**src/rtl/tx_pkg.sv**
```systemverilog
// Shared transmit-path definitions: ordered-set type codes and the scheduler FSM state.
package tx_pkg;

    localparam logic [2:0] OS_TS1   = 3'd0;
    localparam logic [2:0] OS_TS2   = 3'd1;
    localparam logic [2:0] OS_EIOS  = 3'd2;
    localparam logic [2:0] OS_SKP   = 3'd3;
    localparam logic [2:0] OS_EIEOS = 3'd4;
    localparam logic [2:0] OS_FTS   = 3'd5;

    typedef enum logic [1:0] {
        ST_DATA  = 2'd0,
        ST_HOLD  = 2'd1,
        ST_ISSUE = 2'd2,
        ST_WAIT  = 2'd3
    } sched_state_t;

endpackage

```
**src/rtl/tx_os_scheduler_if.sv**
```systemverilog
// Control/handshake bundle between the OS scheduler and its LTSSM, OS generator and mux neighbours.
interface tx_os_scheduler_if;

    logic       enable;
    logic       pkt_active;
    logic       ltssm_os_req;
    logic [2:0] ltssm_os_type;
    logic       ltssm_os_ack;
    logic       os_start;
    logic [2:0] os_type;
    logic       os_finish;
    logic       fifo_hold;
    logic       mux_sel;
    logic [2:0] skp_pending;
    logic       skp_overflow;
    logic       os_timeout_err;

    modport slave (
        input  enable, pkt_active, ltssm_os_req, ltssm_os_type, os_finish,
        output ltssm_os_ack, os_start, os_type, fifo_hold, mux_sel,
               skp_pending, skp_overflow, os_timeout_err
    );

    modport master (
        output enable, pkt_active, ltssm_os_req, ltssm_os_type, os_finish,
        input  ltssm_os_ack, os_start, os_type, fifo_hold, mux_sel,
               skp_pending, skp_overflow, os_timeout_err
    );

endinterface

```
**src/rtl/tx_skp_timer.sv**
```systemverilog
// SKP interval counter with a saturating count of owed SKP ordered sets.
module tx_skp_timer
    import tx_pkg::*;
#(
    parameter int unsigned SKP_INTERVAL = 1180,
    parameter int unsigned MAX_PENDING  = 4
) (
    input  logic       pclk,
    input  logic       reset,
    input  logic       enable,
    input  logic       skp_done,
    output logic [2:0] skp_pending,
    output logic       skp_overflow
);

    localparam int unsigned CNT_W    = $clog2(SKP_INTERVAL);
    localparam logic [CNT_W-1:0] CNT_LAST = CNT_W'(SKP_INTERVAL - 1);
    localparam logic [2:0] PEND_MAX  = 3'(MAX_PENDING);

    logic [CNT_W-1:0] cnt;
    logic             wrap;

    assign wrap = (cnt == CNT_LAST);

    always_ff @(posedge pclk) begin
        if (reset) begin
            cnt          <= '0;
            skp_pending  <= '0;
            skp_overflow <= 1'b0;
        end else if (!enable) begin
            cnt         <= '0;
            skp_pending <= '0;
        end else begin
            cnt <= wrap ? '0 : cnt + 1'b1;
            // A request and a completion in the same cycle cancel out.
            if (wrap && !skp_done) begin
                if (skp_pending == PEND_MAX)
                    skp_overflow <= 1'b1;
                else
                    skp_pending <= skp_pending + 3'd1;
            end else if (!wrap && skp_done && skp_pending != 3'd0) begin
                skp_pending <= skp_pending - 3'd1;
            end
        end
    end

endmodule

```
**src/rtl/tx_os_scheduler.sv**
```systemverilog
// Chooses FIFO data or ordered sets for the shared TX mux; LTSSM requests beat periodic SKPs.
module tx_os_scheduler
    import tx_pkg::*;
#(
    parameter int unsigned SKP_INTERVAL = 1180,
    parameter int unsigned MAX_PENDING  = 4,
    parameter int unsigned OS_TIMEOUT   = 255
) (
    input  logic              pclk,
    input  logic              reset,
    tx_os_scheduler_if.slave  bus
);

    localparam int unsigned TO_W = $clog2(OS_TIMEOUT + 1);
    localparam logic [TO_W-1:0] TO_LAST = TO_W'(OS_TIMEOUT - 1);

    sched_state_t    state;
    logic [TO_W-1:0] tcnt;
    logic            issue_ltssm;
    logic            os_start;
    logic [2:0]      os_type;
    logic            ltssm_os_ack;
    logic            fifo_hold;
    logic            mux_sel;
    logic            os_timeout_err;
    logic [2:0]      skp_pending;
    logic            skp_overflow;

    logic            skp_done;
    logic            ltssm_live;
    logic            skp_ready;
    logic            more_ltssm;
    logic            more_skp;
    logic [2:0]      pend_left;

    tx_skp_timer #(
        .SKP_INTERVAL (SKP_INTERVAL),
        .MAX_PENDING  (MAX_PENDING)
    ) u_skp_timer (
        .pclk         (pclk),
        .reset        (reset),
        .enable       (bus.enable),
        .skp_done     (skp_done),
        .skp_pending  (skp_pending),
        .skp_overflow (skp_overflow)
    );

    always_comb begin
        skp_done   = (state == ST_WAIT) && bus.os_finish && !issue_ltssm;
        // A request still high while its ack is out belongs to the OS just completed.
        ltssm_live = bus.ltssm_os_req && !ltssm_os_ack;
        skp_ready  = bus.enable && (skp_pending != 3'd0);
        more_ltssm = ltssm_live && !issue_ltssm;
        pend_left  = skp_pending;
        if (!issue_ltssm && skp_pending != 3'd0)
            pend_left = skp_pending - 3'd1;
        more_skp   = bus.enable && (pend_left != 3'd0);
    end

    always_ff @(posedge pclk) begin
        if (reset) begin
            state          <= ST_DATA;
            tcnt           <= '0;
            issue_ltssm    <= 1'b0;
            os_start       <= 1'b0;
            os_type        <= 3'd0;
            ltssm_os_ack   <= 1'b0;
            fifo_hold      <= 1'b0;
            mux_sel        <= 1'b0;
            os_timeout_err <= 1'b0;
        end else begin
            os_start     <= 1'b0;
            ltssm_os_ack <= 1'b0;
            case (state)
                ST_DATA: begin
                    if (!bus.pkt_active && (ltssm_live || skp_ready)) begin
                        state     <= ST_HOLD;
                        fifo_hold <= 1'b1;
                    end
                end
                ST_HOLD: begin
                    if (ltssm_live || skp_ready) begin
                        state       <= ST_ISSUE;
                        mux_sel     <= 1'b1;
                        os_start    <= 1'b1;
                        issue_ltssm <= ltssm_live;
                        os_type     <= ltssm_live ? bus.ltssm_os_type : OS_SKP;
                    end else begin
                        state     <= ST_DATA;
                        fifo_hold <= 1'b0;
                    end
                end
                ST_ISSUE: begin
                    state <= ST_WAIT;
                    tcnt  <= '0;
                end
                ST_WAIT: begin
                    if (bus.os_finish) begin
                        ltssm_os_ack <= issue_ltssm;
                        if (more_ltssm || more_skp) begin
                            state       <= ST_ISSUE;
                            os_start    <= 1'b1;
                            issue_ltssm <= more_ltssm;
                            os_type     <= more_ltssm ? bus.ltssm_os_type : OS_SKP;
                        end else begin
                            state     <= ST_DATA;
                            fifo_hold <= 1'b0;
                            mux_sel   <= 1'b0;
                        end
                    end else if (tcnt == TO_LAST) begin
                        os_timeout_err <= 1'b1;
                        state          <= ST_DATA;
                        fifo_hold      <= 1'b0;
                        mux_sel        <= 1'b0;
                    end else begin
                        tcnt <= tcnt + 1'b1;
                    end
                end
                default: state <= ST_DATA;
            endcase
        end
    end

    assign bus.os_start       = os_start;
    assign bus.os_type        = os_type;
    assign bus.ltssm_os_ack   = ltssm_os_ack;
    assign bus.fifo_hold      = fifo_hold;
    assign bus.mux_sel        = mux_sel;
    assign bus.skp_pending    = skp_pending;
    assign bus.skp_overflow   = skp_overflow;
    assign bus.os_timeout_err = os_timeout_err;

endmodule

```
**src/flat_wrapper.sv**
```systemverilog
// flat-port wrapper written by rule: the top's interface ports become plain ports
module tx_os_scheduler_flat import tx_pkg::*;
#(
    parameter int unsigned SKP_INTERVAL = 1180,
    parameter int unsigned MAX_PENDING  = 4,
    parameter int unsigned OS_TIMEOUT   = 255
)
  (pclk, reset, bus_enable, bus_pkt_active, bus_ltssm_os_req, bus_ltssm_os_type, bus_os_finish, bus_ltssm_os_ack, bus_os_start, bus_os_type, bus_fifo_hold, bus_mux_sel, bus_skp_pending, bus_skp_overflow, bus_os_timeout_err);
  tx_os_scheduler_if bus_i ();
  input  logic pclk;
  input  logic reset;
  input wire logic [$bits(bus_i.enable)-1:0] bus_enable;
  input wire logic [$bits(bus_i.pkt_active)-1:0] bus_pkt_active;
  input wire logic [$bits(bus_i.ltssm_os_req)-1:0] bus_ltssm_os_req;
  input wire logic [$bits(bus_i.ltssm_os_type)-1:0] bus_ltssm_os_type;
  input wire logic [$bits(bus_i.os_finish)-1:0] bus_os_finish;
  output wire logic [$bits(bus_i.ltssm_os_ack)-1:0] bus_ltssm_os_ack;
  output wire logic [$bits(bus_i.os_start)-1:0] bus_os_start;
  output wire logic [$bits(bus_i.os_type)-1:0] bus_os_type;
  output wire logic [$bits(bus_i.fifo_hold)-1:0] bus_fifo_hold;
  output wire logic [$bits(bus_i.mux_sel)-1:0] bus_mux_sel;
  output wire logic [$bits(bus_i.skp_pending)-1:0] bus_skp_pending;
  output wire logic [$bits(bus_i.skp_overflow)-1:0] bus_skp_overflow;
  output wire logic [$bits(bus_i.os_timeout_err)-1:0] bus_os_timeout_err;
  assign bus_i.enable = bus_enable;
  assign bus_i.pkt_active = bus_pkt_active;
  assign bus_i.ltssm_os_req = bus_ltssm_os_req;
  assign bus_i.ltssm_os_type = bus_ltssm_os_type;
  assign bus_i.os_finish = bus_os_finish;
  assign bus_ltssm_os_ack = bus_i.ltssm_os_ack;
  assign bus_os_start = bus_i.os_start;
  assign bus_os_type = bus_i.os_type;
  assign bus_fifo_hold = bus_i.fifo_hold;
  assign bus_mux_sel = bus_i.mux_sel;
  assign bus_skp_pending = bus_i.skp_pending;
  assign bus_skp_overflow = bus_i.skp_overflow;
  assign bus_os_timeout_err = bus_i.os_timeout_err;
  tx_os_scheduler #(.SKP_INTERVAL(SKP_INTERVAL), .MAX_PENDING(MAX_PENDING), .OS_TIMEOUT(OS_TIMEOUT)) u_core (.pclk(pclk), .reset(reset), .bus(bus_i));
endmodule
```
**config.mk**
```make
export PLATFORM = sky130hd
export DESIGN_NAME = tx_os_scheduler_flat
export DESIGN_NICKNAME = d
export VERILOG_FILES = /design/src/rtl/tx_pkg.sv /design/src/rtl/tx_os_scheduler_if.sv /design/src/rtl/tx_skp_timer.sv /design/src/rtl/tx_os_scheduler.sv /design/src/flat_wrapper.sv
export SDC_FILE = /design/constraint.sdc
export NUM_CORES = 1
export LEC_CHECK = 0
export ABC_AREA = 1
export CAP_MARGIN = 20
export CORE_AREA = 2 2 65 67
export CTS_BUF_LIST = sky130_fd_sc_hd__clkbuf_4 sky130_fd_sc_hd__clkbuf_8
export DETAILED_ROUTE_END_ITERATION = 12
export DIE_AREA = 0 0 67 69
export PLACE_DENSITY = 0.66
export SLEW_MARGIN = 0
export SYNTH_ARGS = -nofsm -noshare
export SYNTH_HDL_FRONTEND = slang
export SYNTH_SLANG_ARGS = --single-unit
```
**constraint.sdc**
```tcl
create_clock -name pclk -period 1.8 [get_ports pclk]
set_clock_uncertainty 0.1 [all_clocks]
set_input_delay 0.54 -clock pclk [delete_from_list [all_inputs] [get_ports pclk]]
set_output_delay 0.54 -clock pclk [all_outputs]
set_load 0.01 [all_outputs]
```
==> impl_metrics.prom <==
# TYPE chip_impl_metric gauge
chip_impl_info{name="result_of_the_run",value="finished clean"} 1
chip_impl_info{name="cpLargestDelayFamily",value="buffers and inverters"} 1
chip_impl_metric{name="synth_seq_cells",unit=""} 34
chip_impl_metric{name="grt_max_degree",unit=""} 13
chip_impl_metric{name="multi_input_comb_area",unit="µm²"} 1010
chip_impl_metric{name="h-tree-depth",unit=""} 2
chip_impl_info{name="setup.worst_path.class",value="reg2out"} 1
chip_impl_metric{name="post_layout_nonfiller_instances",unit=""} 358
chip_impl_metric{name="gp_congestion",unit=""} 0.866
chip_impl_metric{name="syn_avg_cell_area",unit="µm²"} 7.05
chip_impl_metric{name="synthesis.nets",unit=""} 275
chip_impl_metric{name="fp.dieH",unit="µm"} 69
chip_impl_metric{name="die_area",unit="µm²"} 4620
chip_impl_metric{name="stdcell_area",unit="µm²"} 2380
chip_impl_metric{name="timing_max_transition_violations_final",unit=""} 0
chip_impl_metric{name="grt_pass1_vias",unit=""} 1573
chip_impl_metric{name="fin_crit_sh",unit=""} 0.975
chip_impl_info{name="hold_start",value="u_core.u_skp_timer.cnt[0]"} 1
chip_impl_metric{name="dp.final_hpwl",unit="µm"} 2950
chip_impl_metric{name="globalRouteOverflowTotal",unit=""} 0
chip_impl_metric{name="power_density",unit="nW/µm²"} 671
chip_impl_info{name="min-delay-path-class",value="reg2reg"} 1
chip_impl_metric{name="post-synth-top-area-fraction",unit=""} 0.372
chip_impl_metric{name="seqPwrFrac",unit=""} 0.502
chip_impl_metric{name="viasPerCell",unit=""} 4.84
chip_impl_metric{name="drcViolationCount",unit=""} 0
chip_impl_metric{name="final-setup-viol-count",unit=""} 0
chip_impl_metric{name="finalHoldViolCount",unit=""} 0
chip_impl_metric{name="pre_cts_slack",unit="ns"} -0.270
chip_impl_metric{name="share_clk_of_total_power",unit=""} 0.355
chip_impl_metric{name="worst_skew_pair.late_latency",unit="ns"} 0.29
chip_impl_metric{name="cts_buffers",unit=""} 5
chip_impl_metric{name="drtPass1Iterations",unit=""} 4
chip_impl_metric{name="synth.yosys.warnings",unit=""} 0
chip_impl_metric{name="slew-limit-headroom",unit=""} 0.727
chip_impl_metric{name="ant_nets",unit=""} 0
chip_impl_metric{name="worst_slack",unit="ns"} 0.0443
chip_impl_metric{name="worst_hold_margin",unit="ns"} 0.340
chip_impl_metric{name="layout_min_cycle_time",unit="ns"} 1.76
chip_impl_info{name="startpoint",value="u_core.bus.os_start"} 1
chip_impl_metric{name="synth-seq-area-share",unit=""} 0.372
chip_impl_metric{name="timing.max_cap.violations",unit=""} 0
chip_impl_metric{name="drt-total-wl",unit="µm"} 3850
chip_impl_metric{name="metal1_wirelength",unit="µm"} 1750
chip_impl_info{name="endpoint_kind",value="output port"} 1
chip_impl_metric{name="chipWidth",unit="µm"} 67
chip_impl_metric{name="comb_power_share",unit=""} 0.144
chip_impl_metric{name="core-area",unit="µm²"} 3910
chip_impl_metric{name="grt_pass1_wl",unit="µm"} 6510
chip_impl_metric{name="achievable-frequency",unit="MHz"} 570
chip_impl_metric{name="drive_gt1_frac",unit=""} 0.231
chip_impl_metric{name="grt.total_usage",unit=""} 0.181
chip_impl_metric{name="cells_after_dpl",unit=""} 348
chip_impl_metric{name="drt_iter0_markers",unit=""} 89
chip_impl_info{name="synth.top_cells.by_area",value="dfxtp_1 37%, nand2_1 11%, inv_1 7.8%"} 1
chip_impl_metric{name="net-switching-power",unit="µW"} 443
chip_impl_metric{name="cts.reportedPaths.clkPinSlew",unit="ns"} 0.07
chip_impl_metric{name="placed_cell_area",unit="µm²"} 2230
chip_impl_metric{name="antenna_violations_before_repair",unit=""} 0
chip_impl_metric{name="max_slew.worst_pin.slew",unit="ns"} 0.406
chip_impl_metric{name="required",unit="ns"} 1.16
chip_impl_metric{name="met2WireLength",unit="µm"} 1830
chip_impl_info{name="synth.largest_area_cell",value="dfxtp_1"} 1
chip_impl_info{name="max_stage_delay_cell_worst_path",value="clkdlybuf4s50_1"} 1
chip_impl_metric{name="num_vias",unit=""} 1734
chip_impl_info{name="cp_cell_sequence",value="clkdlybuf4s50_1"} 1
chip_impl_info{name="grt_setup_unrepaired",value="false"} 1
chip_impl_metric{name="fp-row-count",unit=""} 23
chip_impl_metric{name="cp.buffers_inverters",unit=""} 1
chip_impl_metric{name="placement.io_buffers",unit=""} 20
chip_impl_metric{name="route.detailed.wl_per_inst",unit="µm"} 10.8
chip_impl_metric{name="post_synth_inst_count",unit=""} 260
chip_impl_metric{name="diodes",unit=""} 0
chip_impl_metric{name="worst-path-max-fanout",unit=""} 1
chip_impl_metric{name="met3_wirelength",unit="µm"} 220
chip_impl_metric{name="yosysUniqueCellTypes",unit=""} 34
chip_impl_metric{name="clock-sinks",unit=""} 34
chip_impl_info{name="setup.worst_path.start_class",value="register"} 1
chip_impl_metric{name="ios",unit=""} 21
chip_impl_info{name="clock_tree_from_tritoncts",value="done"} 1
chip_impl_metric{name="n_fill_cell",unit=""} 381
chip_impl_metric{name="cts_buffer_depth",unit=""} 2
chip_impl_metric{name="syn2layout_area_growth",unit="%"} 30.1
chip_impl_metric{name="power.leakage",unit="nW"} 1.09
chip_impl_metric{name="critPathArrivalTime",unit="ns"} 1.12
chip_impl_info{name="r2r-start",value="u_core.tcnt[0]"} 1
chip_impl_metric{name="internal_power",unit="mW"} 1.16
chip_impl_metric{name="timing.setup.tns",unit="ns"} 0
chip_impl_metric{name="synth_area",unit="µm²"} 1830
chip_impl_metric{name="timing.critical_path.slowest_cell_delay",unit="ns"} 0.53
chip_impl_metric{name="layout.area.seq",unit="µm²"} 687
chip_impl_info{name="clk_root_buffer_cell",value="clkbuf_8"} 1
chip_impl_metric{name="net_switching_fraction_of_the_power",unit=""} 0.277
chip_impl_metric{name="initial_core_util",unit=""} 0.468
chip_impl_metric{name="finalNetCount",unit=""} 322
chip_impl_info{name="top_layer",value="met4"} 1
chip_impl_metric{name="ir_worst_vdd",unit="mV"} 0.498
[metal layers]
layer | vias to the layer above | GRT usage
met2 | 44 | 0.309
met5 | - | 0
met4 | 0 | 0.0544
met3 | 5 | 0.0522
met1 | 765 | 0.213
li1 | 920 | -
[path summary, 6_finish.rpt]
check / end / slack (ns) / depth (start not counted)
setup / recovery: bus_os_start / 0.04 / 1
hold / removal: u_core.u_skp_timer.cnt[0] / 0.34 / 1
setup reg to reg: u_core.tcnt[3] / 0.16 / 11
hold reg to reg: u_core.u_skp_timer.cnt[0] / 0.34 / 1
[cell families after synthesis]
| family | count (synthesis) | synth area share |
|---|---|---|
| adder cells (fa/ha/maj) | 6 | 0.0410 |
| flip-flops | 34 | 0.372 |
| buffers and inverters | 46 | 0.0984 |
| AND/OR/NAND/NOR | 137 | 0.365 |
| AO/OA/AOI/OAI | 32 | 0.100 |
| XOR/XNOR | 5 | 0.0239 |
[synth_stat cells (all sizes together)]
cell type and number:
o211ai 1, o21bai 1, buf 2, xnor2 1, or2 2, a21oi 18, nor3 6, a31o 1
nor3b 1, o31ai 1, xor2 4, nand2 61, nand3b 2, nand3 17, dfxtp 34, o21a 1
nor2 39, ha 6, nand4 9, inv 44, o22ai 1, o21ai 8
[power groups by stage]
stage | registers (mW) | logic (mW) | clock network [mW]
global route | 0.805 | 0.254 | 0.611
CTS | 0.803 | 0.220 | 0.586
finish | 0.802 | 0.230 | 0.567
detailed placement | 0.820 | 0.225 | 0
global placement | 0.820 | 0.222 | 0
floorplan | 0.823 | 0.115 | 0
[state kept, by name (all words and copies together), names as in the netlist]
name	flops
u_core.bus.fifo_hold	1
u_core.u_skp_timer.skp_overflow	1
u_core.u_skp_timer.skp_pending	3
u_core.tcnt	8
u_core.bus.ltssm_os_ack	1
u_core.bus.mux_sel	1
u_core.u_skp_timer.cnt	11
u_core.bus.os_timeout_err	1
u_core.bus.os_start	1
u_core.issue_ltssm	1
u_core.state	2
u_core.bus.os_type	3
[stage by stage]
stage | total power [mW] | utilization
after global routing | 1.67 | 0.609
after global placement | 1.04 | 0.571
final | 1.60 | 0.609
after floorplan | 0.938 | -
after detailed placement | 1.04 | 0.571
after CTS | 1.61 | 0.591
[cell usage in the layout (no fill, tap or decap), types with 2 or more instances in the layout]
cell type	synthesis	layout
dfxtp_1	34	31
clkdlybuf4s50_1	0	8
nor3_1	5	5
a21oi_2	1	2
nor2_4	2	2
inv_1	38	37
dfxtp_2	0	2
a21oi_1	17	16
o21ai_0	4	4
o21ai_1	4	4
clkbuf_8	0	5
ha_1	6	4
nor2_2	2	5
nand3b_1	2	2
nand3_1	13	11
nor2_1	35	32
dlymetal6s2s_1	0	2
buf_4	0	22
xor2_1	4	4
nand2_4	2	2
nand2_1	54	51
nand2_2	5	8
nand3_2	3	5
inv_2	5	6
nand4_1	9	9
dlygate4sd2_1	0	10
[repair_timing]
item / 4_1_cts / 5_1_grt
setup buffers: 0 / 2
hold endpoints to repair: 0 / 0
gates resized for setup: 10 / 19
setup endpoints to repair: 10 / 17
hold buffers: 0 / 0
pin swaps: 0 / 5
[final cells by class]
type                       instances  area share
multi-input combinational        180       0.426
tap                               50      0.0263
timing repair buffer              42       0.150
clock inverter                     3     0.00893
sequential                        34       0.288
clock buffer                       5      0.0289
inverter                          44      0.0714
Power figures use the tool's default switching activity.
